<file path="src/rtl/wb_pkg.sv">
// Shared definitions for the writeback stage: MEM->WB bus field offsets,
// exception codes and the TID CSR index.
package wb_pkg;
    localparam int ADEF_BIT    = 206;
    localparam int INE_BIT     = 205;
    localparam int ALE_BIT     = 204;
    localparam int BADV_LSB    = 172;
    localparam int BRK_BIT     = 171;
    localparam int RDCNTID_BIT = 170;
    localparam int RDCNTVL_BIT = 169;
    localparam int RDCNTVH_BIT = 168;
    localparam int EXCODE_LSB  = 153;
    localparam int RJ_LSB      = 121;
    localparam int RKD_LSB     = 89;
    localparam int SYSCALL_BIT = 88;
    localparam int ERTN_BIT    = 87;
    localparam int CSRRD_BIT   = 86;
    localparam int CSRWR_BIT   = 85;
    localparam int CSRXCHG_BIT = 84;
    localparam int CSRNUM_LSB  = 70;
    localparam int PC_LSB      = 38;
    localparam int GRWE_BIT    = 37;
    localparam int DEST_LSB    = 32;
    localparam int RESULT_LSB  = 0;

    localparam logic [5:0] ECODE_INT  = 6'h00;
    localparam logic [5:0] ECODE_ADEF = 6'h08;
    localparam logic [5:0] ECODE_ALE  = 6'h09;
    localparam logic [5:0] ECODE_SYS  = 6'h0B;
    localparam logic [5:0] ECODE_BRK  = 6'h0C;
    localparam logic [5:0] ECODE_INE  = 6'h0D;

    localparam logic [13:0] CSR_TID = 14'h40;
endpackage

</file>
<file path="src/rtl/wb_exc_encode.sv">
// Priority encoder for writeback exceptions: INT > ADEF > INE > SYS > BRK > ALE.
module wb_exc_encode
    import wb_pkg::*;
(
    input  logic       i_has_int,
    input  logic       i_adef,
    input  logic       i_ine,
    input  logic       i_syscall,
    input  logic       i_brk,
    input  logic       i_ale,
    output logic       o_ex,
    output logic [5:0] o_ecode,
    output logic [8:0] o_esubcode
);
    always_comb begin
        o_ex       = 1'b1;
        o_ecode    = ECODE_INT;
        o_esubcode = 9'd0;
        if (i_has_int)      o_ecode = ECODE_INT;
        else if (i_adef)    o_ecode = ECODE_ADEF;
        else if (i_ine)     o_ecode = ECODE_INE;
        else if (i_syscall) o_ecode = ECODE_SYS;
        else if (i_brk)     o_ecode = ECODE_BRK;
        else if (i_ale)     o_ecode = ECODE_ALE;
        else                o_ex    = 1'b0;
    end
endmodule

</file>
<file path="src/rtl/wb_stage.sv">
// Writeback stage: commits regfile/CSR writes, resolves exceptions and ertn
// into one flush, owns the 64-bit stable counter. Option: WB_DEBUG_TRACE_EN.
module wb_stage
    import wb_pkg::*;
#(
    parameter int BUS_W   = 207,
    parameter int TIMER_W = 64
) (
    input  logic             clk,
    input  logic             reset,
    input  logic             MEM_to_WB_valid,
    input  logic [BUS_W-1:0] MEM_to_WB_bus,
    output logic             WB_allowin,
    input  logic             has_int,
    input  logic [31:0]      csr_rvalue,
    input  logic [31:0]      ex_entry,
    input  logic [31:0]      era_value,
    output logic             rf_we,
    output logic [4:0]       rf_waddr,
    output logic [31:0]      rf_wdata,
    output logic             csr_we,
    output logic [13:0]      csr_num,
    output logic [31:0]      csr_wmask,
    output logic [31:0]      csr_wvalue,
    output logic             wb_ex,
    output logic [5:0]       wb_ecode,
    output logic [8:0]       wb_esubcode,
    output logic [31:0]      wb_pc,
    output logic [31:0]      wb_vaddr,
    output logic             ertn_flush,
    output logic             exec_flush,
    output logic [31:0]      flush_target,
    output logic             out_WB_valid
`ifdef WB_DEBUG_TRACE_EN
    ,
    output logic [31:0]      debug_wb_pc,
    output logic [3:0]       debug_wb_rf_we,
    output logic [4:0]       debug_wb_rf_wnum,
    output logic [31:0]      debug_wb_rf_wdata
`endif
);
    logic               r_valid;
    logic [BUS_W-1:0]   r_bus;
    logic [TIMER_W-1:0] r_timer;

    logic       w_enc_ex;
    logic [5:0] w_enc_ecode;
    logic [8:0] w_enc_esubcode;
    logic       w_ex;
    logic       w_csr_read;
    logic       w_unused;

    // ready_go is constant 1, so WB always accepts.
    assign WB_allowin = 1'b1;

    always_ff @(posedge clk or negedge reset) begin
        if (!reset) begin
            r_valid <= 1'b0;
            r_bus   <= '0;
        end else begin
            if (exec_flush)
                r_valid <= 1'b0;
            else if (WB_allowin)
                r_valid <= MEM_to_WB_valid;
            if (WB_allowin && MEM_to_WB_valid)
                r_bus <= MEM_to_WB_bus;
        end
    end

    always_ff @(posedge clk or negedge reset) begin
        if (!reset)
            r_timer <= '0;
        else
            r_timer <= r_timer + TIMER_W'(1);
    end

    wb_exc_encode u_exc (
        .i_has_int  (has_int),
        .i_adef     (r_bus[ADEF_BIT]),
        .i_ine      (r_bus[INE_BIT]),
        .i_syscall  (r_bus[SYSCALL_BIT]),
        .i_brk      (r_bus[BRK_BIT]),
        .i_ale      (r_bus[ALE_BIT]),
        .o_ex       (w_enc_ex),
        .o_ecode    (w_enc_ecode),
        .o_esubcode (w_enc_esubcode)
    );

    assign w_ex         = r_valid & w_enc_ex;
    assign wb_ex        = w_ex;
    assign wb_ecode     = w_ex ? w_enc_ecode : 6'd0;
    assign wb_esubcode  = w_ex ? w_enc_esubcode : 9'd0;
    assign wb_vaddr     = (w_ex && (w_enc_ecode == ECODE_ADEF || w_enc_ecode == ECODE_ALE))
                          ? r_bus[BADV_LSB +: 32] : 32'd0;
    assign ertn_flush   = r_valid & r_bus[ERTN_BIT] & ~w_ex;
    assign exec_flush   = w_ex | ertn_flush;
    assign flush_target = w_ex ? ex_entry : era_value;
    assign wb_pc        = r_bus[PC_LSB +: 32];
    assign out_WB_valid = r_valid;

    assign rf_we    = r_valid & r_bus[GRWE_BIT] & ~w_ex & (r_bus[DEST_LSB +: 5] != 5'd0);
    assign rf_waddr = r_bus[DEST_LSB +: 5];

    assign w_csr_read = r_bus[CSRRD_BIT] | r_bus[CSRWR_BIT] | r_bus[CSRXCHG_BIT] | r_bus[RDCNTID_BIT];

    always_comb begin
        if (r_bus[RDCNTVL_BIT])
            rf_wdata = r_timer[31:0];
        else if (r_bus[RDCNTVH_BIT])
            rf_wdata = r_timer[TIMER_W-1 -: 32];
        else if (w_csr_read)
            rf_wdata = csr_rvalue;
        else
            rf_wdata = r_bus[RESULT_LSB +: 32];
    end

    assign csr_we     = r_valid & (r_bus[CSRWR_BIT] | r_bus[CSRXCHG_BIT]) & ~w_ex;
    // Mask is forced to 0 on an empty stage so nothing stale leaks out after reset.
    assign csr_wmask  = !r_valid ? 32'd0 :
                        r_bus[CSRXCHG_BIT] ? r_bus[RJ_LSB +: 32] : 32'hFFFF_FFFF;
    assign csr_wvalue = r_bus[RKD_LSB +: 32];
    assign csr_num    = r_bus[RDCNTID_BIT] ? CSR_TID : r_bus[CSRNUM_LSB +: 14];

    // ex_code is carried on the bus but never consumed here.
    assign w_unused = ^r_bus[EXCODE_LSB +: 15];

`ifdef WB_DEBUG_TRACE_EN
    assign debug_wb_pc       = wb_pc;
    assign debug_wb_rf_we    = {4{rf_we}};
    assign debug_wb_rf_wnum  = rf_waddr;
    assign debug_wb_rf_wdata = rf_wdata;
`endif
endmodule
</file>
<file path="config.mk">
export PLATFORM = sky130hd
export DESIGN_NAME = wb_stage
export DESIGN_NICKNAME = d
export VERILOG_FILES = /design/src/rtl/wb_pkg.sv /design/src/rtl/wb_exc_encode.sv /design/src/rtl/wb_stage.sv
export SDC_FILE = /design/constraint.sdc
export NUM_CORES = 1
export LEC_CHECK = 0
export CORE_AREA = 2 2 209 211
export DETAILED_ROUTE_END_ITERATION = 6
export DIE_AREA = 0 0 211 213
export DONT_BUFFER_PORTS = 1
export PLACE_DENSITY = 0.48
export RECOVER_POWER = 100
export SETUP_SLACK_MARGIN = 0.4
export SKIP_LAST_GASP = 1
export SYNTH_ARGS = -nofsm -noshare
export SYNTH_HDL_FRONTEND = slang
export SYNTH_SLANG_ARGS = --single-unit
</file>
<file path="constraint.sdc">
create_clock -name clk -period 2 [get_ports clk]
set_input_delay 0.3 -clock clk [delete_from_list [all_inputs] [get_ports clk]]
set_output_delay 0.3 -clock clk [all_outputs]
set_load 0.01 [all_outputs]
</file>
==> key figures, run 1 <==
Synth
  – Synth area leaders: dfrtp_1 (51%), mux2_2 (17%), buf_4 (4.9%), nand2_1 (2.9%), mux2i_1 (2.5%)
  – Post-Syn Area per Cell: about 11 µm²
  – Commonest cells in the netlist: dfrtp_1 (257), mux2_2 (190), nand2_1 (97)
  – Syn. warnings: 0
  – Count leader, synth: dfrtp_1
  – EDFF count, synth: 0
  – Mapped Cells: between 1000 and 1500
  – Sequential area share after synthesis: roughly 51%
  – Netlist cell types: 37
  – Ys flop type: dfrtp_1
  – Synthesized area: 12700 µm²
  – Area share of the largest cell type after synthesis: about half
  – Flops & latches, synth: 257
  – Dominant cell type by area after synthesis: dfrtp_1
  – Ys async rst share: between 90% and 100%

Floorplan
  – Initial Utilization: 29.8%
  – # rows: between 70 and 80
  – Die X: roughly 210 µm
  – IO Pins: 540
  – Die height: approximately 210 µm

Clocking
  – Post-CTS Setup Inserts: 31
  – Hold Buf Count CTS: 350
  – Cts bufs inserted: 30
  – Root Driver: clkbuf_16
  – CTS H-tree lvls: 1
  – Clock sinks: 257
  – Post-CTS resize count: 173
  – Clk buf depth: 3

Place
  – Dpl cells: 1651
  – Post-DP HPWL: roughly 25 mm
  – Routability cong.: about 0.77
  – Pre-CTS setup slack: -0.117 ns
  – Buffers on Ports: 0

Status
  – Status: stopped before the end
  – Halt Stage: clock tree synthesis
  – Error Message: [ERROR RSZ-0060] Max buffer count reached.
==> logic make-up after synthesis <==
logic type      Yosys count  synth area share, %
simple gates            295                 11.8
flops                   257                 50.5
mux                     222                 19.3
buf+inv                 183                 7.91
compound gates          136                 6.00
xor+xnor                 62                 4.27
other cells               2               0.0590
fa+ha+maj                 1               0.0983
==> stage by stage <==
stage          hold slack (ns)  cell area (µm²)  util [%]
2_1_floorplan          0.00441            13000         -
3_3_place_gp           0.00986            13500      31.5
3_5_place_dp           0.00976            13500      31.5
==> inputs of run 2 (changes only) <==
CORE_AREA = 2 2 210 212   (was 2 2 209 211)
DIE_AREA = 0 0 212 214   (was 0 0 211 213)
PLACE_DENSITY = unset   (was 0.48)
PLACE_DENSITY_LB_ADDON = 0.15   (was unset)
SETUP_SLACK_MARGIN = unset   (was 0.4)
clock period = 2.6 ns   (was 2 ns; I/O delays follow)
==> run 2 against run 1 <==
The flow now finishes, with violations (hold timing, capacitance limit, slew limit, setup timing). Synthesized cell count unchanged. Area after synthesis unchanged.
==> key figures, run 2 <==
Power and ir drop
  – Final Total Pwr: around 10000 µW
  – Sw Ratio: approximately a quarter
  – NetSw: between 2000 and 3000 µW
  – Clock share of power: approximately two fifths
  – Pleak: about 0.0076 µW
  – Internal power: roughly 7800 µW
  – Worst VDD drop: about 0.45 mV
  – Gate power share: approximately 16%
  – Pwr/cell area: roughly 600 nW/µm²
  – Reg power frac: approximately 44%

Timing
  – Endpoints failing hold: 257
  – Worst-margin pin slew: between 2 and 2.5 ns
  – Max-slew violation count: 100
  – RSZ-0062 raised after global routing: yes
  – Finish-stage setup viols: between 100 and 150
  – Fin crit period: 2.85 ns
  – Fin Hold WS: -0.493 ns
  – Clock skew: 0.0119 ns
  – Fmax: 351 MHz
  – Period utilization: 110%
  – Slew Limit Headroom: -66.1%
  – Fin worst setup slack: -0.248 ns

Finish
  – Share of cells above drive strength 1: a little under a quarter
  – Nets@finish: between 1500 and 2000
  – Commonest cells after routing, fill and taps aside: dlygate4sd3_1 (304), dfrtp_1 (255), mux2_2 (158), nand2_1 (96), nor2_1 (50)
  – Max reg flops: about 190
  – Most common cell after layout, fill and taps aside: dlygate4sd3_1
  – Final cell count without fillers: ~2000
  – Fill cell count: 4111
  – Register Area: around 6400 µm²
  – Layout area overhead: 38.5%
  – Biggest register: r_bus
  – Area of the multi-input gates: 5620 µm²

Synth
  – EDFF count, synth: 0 (unchanged)
  – Dominant cell type by area after synthesis: dfrtp_1 (unchanged)
  – Post-Syn Area per Cell: 11.0 µm² (unchanged)
  – Syn. warnings: 0 (unchanged)
  – Sequential area share after synthesis: 50.5% (unchanged)
  – Synthesized area: 12700 µm² (unchanged)
  – Area share of the largest cell type after synthesis: 50.5% (unchanged)
  – Mapped Cells: 1158 (unchanged)
  – Ys async rst share: 100% (unchanged)
  – Count leader, synth: dfrtp_1 (unchanged)
  – Commonest cells in the netlist: dfrtp_1 (257), mux2_2 (190), nand2_1 (97) (unchanged)
  – Ys flop type: dfrtp_1 (unchanged)
  – Flops & latches, synth: 257 (unchanged)
  – Netlist cell types: 37 (unchanged)
  – Synth area leaders: dfrtp_1 (51%), mux2_2 (17%), buf_4 (4.9%), nand2_1 (2.9%), mux2i_1 (2.5%) (unchanged)

Global route
  – Largest net degree at the start of global routing: roughly 260
  – First-pass GRT wire length: ~64 mm
  – GRT Overall Usage: 18.3%
  – Grt total ovfl: 0
  – Vias in the first global route: 10000
  – Antenna violations before repair: 4

Critical path
  – Critical path peak fanout: 7
  – Crit path DAT: 2.46 ns
  – Most frequent CP cell: buf_12
  – CP Data Required Time: approximately 2.2 ns
  – Worst path cell trace: nor4_4 > buf_6 > buf_12 > buf_4 > buf_12 > mux2i_4 > nor2_1 > a21oi_1 > o21ai_2
  – CP Capture Type: output port
  – Crit path max-delay cell type: dfrtp_1
  – CP Launch Type: flip-flop
  – Largest stage delay, worst path: 0.41 ns
  – Critical path class: flip-flop to output port

Route
  – DR pass1 iterations: 4
  – 1st-iter DRT viols: 406
  – Drt wl/cell: ~21 µm
  – Drt drc: 0
  – Met3 WL: 2.77 mm
  – Highest metal used: met4
  – Met1 wire length: approximately 18 mm
  – Routed WL: roughly 43 mm
  – WL met2: approximately 22 mm
  – Detail Route Antenna Nets: 0
  – DR vias/cell: around 4.6
  – Vias after detailed routing: 9440

Status
  – Failing checks: hold timing, capacitance limit, slew limit, setup timing
  – Status: complete, but fails checks (was stopped before the end)

Clocking
  – CTS tree: done
  – Hold Buf Count CTS: 305 (was 350)
  – Worst-Skew Late Latency: 0.59 ns
  – Root Driver: clkbuf_16 (unchanged)
  – Clk buf depth: 3 (unchanged)
  – Clock sinks: 257 (unchanged)
  – Clock-pin slew on the worst setup and hold paths: 0.06 ns
  – Cts bufs inserted: 31 (was 30)
  – CTS H-tree lvls: 1 (unchanged)

Floorplan
  – Core Box Area: 42900 µm²
  – Die height: 214 µm (was 213 µm)
  – Die X: 212 µm (was 211 µm)
  – Die area: 45400 µm²
  – Initial Utilization: 29.7% (was 29.8%)
  – IO Pins: 540 (unchanged)
  – # rows: 76 (unchanged)

Place
  – Routability cong.: 0.775 (was 0.772)
  – Pre-CTS setup slack: 0.290 ns (was -0.117 ns)
  – Post-DP HPWL: 28.0 mm (was 25.0 mm)
  – Buffers on Ports: 0 (unchanged)
  – Dpl cells: 1655 (was 1651)

Hold path
  – Hold Path Class: primary input to asynchronous set/reset pin

Flow run
  – Max-cap viol count: 1
run 2: cell counts after synthesis:
Identical to the previous run, type by type.
run 2: layout make-up:
cell class              count  share of cell area, %
inverters                  42                  0.894
flip-flops and latches    257                   36.5
clock buffers              49                   5.41
multi-input cells         728                   31.9
well taps                 585                   4.15
diodes                      4                 0.0568
clock inverters             7                  0.312
repair buffers            365                   20.8
run 2: path summary, 6_finish.rpt:
| check | startpoint | to | slack, ns | depth (start not counted) |
|---|---|---|---|---|
| hold reg to reg | r_timer[49]$_DFF_PN0_ | r_timer[49]$_DFF_PN0_ | 0.50 | 1 |
| setup reg to reg | r_timer[9]$_DFF_PN0_ | r_timer[63]$_DFF_PN0_ | 0.42 | 5 |
| setup / recovery | r_bus[170]$_DFFE_PN0P_ | rf_wdata[27] | -0.25 | 9 |
| min in group clk | has_int | out_WB_valid$_DFF_PN0_ | 0.42 | 3 |
| max in group asynchronous | reset | r_timer[25]$_DFF_PN0_ | 2.73 | 0 |
| hold / removal | reset | r_bus[142]$_DFFE_PN0P_ | -0.49 | 0 |
run 2: logic make-up (layout without fill, tap and decap cells):
kind of cell / after synthesis / count (layout) / share of synthesized area (%)
XOR/XNOR: 62 / 62 / 4.27
flip-flops: 257 / 257 / 50.5
multiplexers: 222 / 222 / 19.3
buffers and inverters: 183 / 463 / 7.91
other: 2 / 16 / 0.0590
AND/OR/NAND/NOR: 295 / 295 / 11.8
adder cells (fa/ha/maj): 1 / 1 / 0.0983
AO/OA/AOI/OAI: 136 / 136 / 6.00
run 2: worst max-delay path: cells and delay by family (launching register included):
kind | cells | cell delay, ns
AOI/OAI and AO/OA | 2 | 0.28
buffers and inverters | 4 | 0.53
muxes | 1 | 0.27
DFF | 1 | 0.41
and+or+nand+nor | 2 | 0.38
run 2: routing by layer:
layer	up-vias	GRT usage, %
met5	-	0
met4	0	5.16
met3	67	4.05
met2	335	32.0
met1	4678	22.5
li1	4360	-
run 2: power by group through the flow:
stage | Clock, µW | Combinational [µW] | Sequential, µW
global route | 4600 | 1750 | 4610
global placement | 0 | 944 | 4630
detailed placement | 0 | 952 | 4630
floorplan | 0 | 998 | 4470
CTS | 4440 | 1530 | 4570
finish | 4280 | 1630 | 4580
run 2: per-stage QoR:
step | TNS (ns) | utilization (%) | area (µm²) | hold slack, ns
5_1_grt | -28.81 | 41.1 | 17600 | -0.542
3_3_place_gp | 0 | 30.4 | 13000 | 0.0999
6_report | -9.44 | 41.1 | 17600 | -0.493
4_1_cts | -6.37 | 40.4 | 17300 | -0.537
2_1_floorplan | 0 | - | 12800 | 0.0944
3_5_place_dp | 0 | 30.4 | 13000 | 0.0992
run 2: timing repair:
action / 4_1_cts / 5_1_grt
pin swaps: 6 / 5
gates cloned: 3 / 3
endpoints found under the hold margin: 450 / 257
endpoints found under the setup margin: 65 / 73
gates resized for setup: 38 / 58
setup buffers: 3 / 9
No activity file was read; power rests on OpenSTA's default activity.
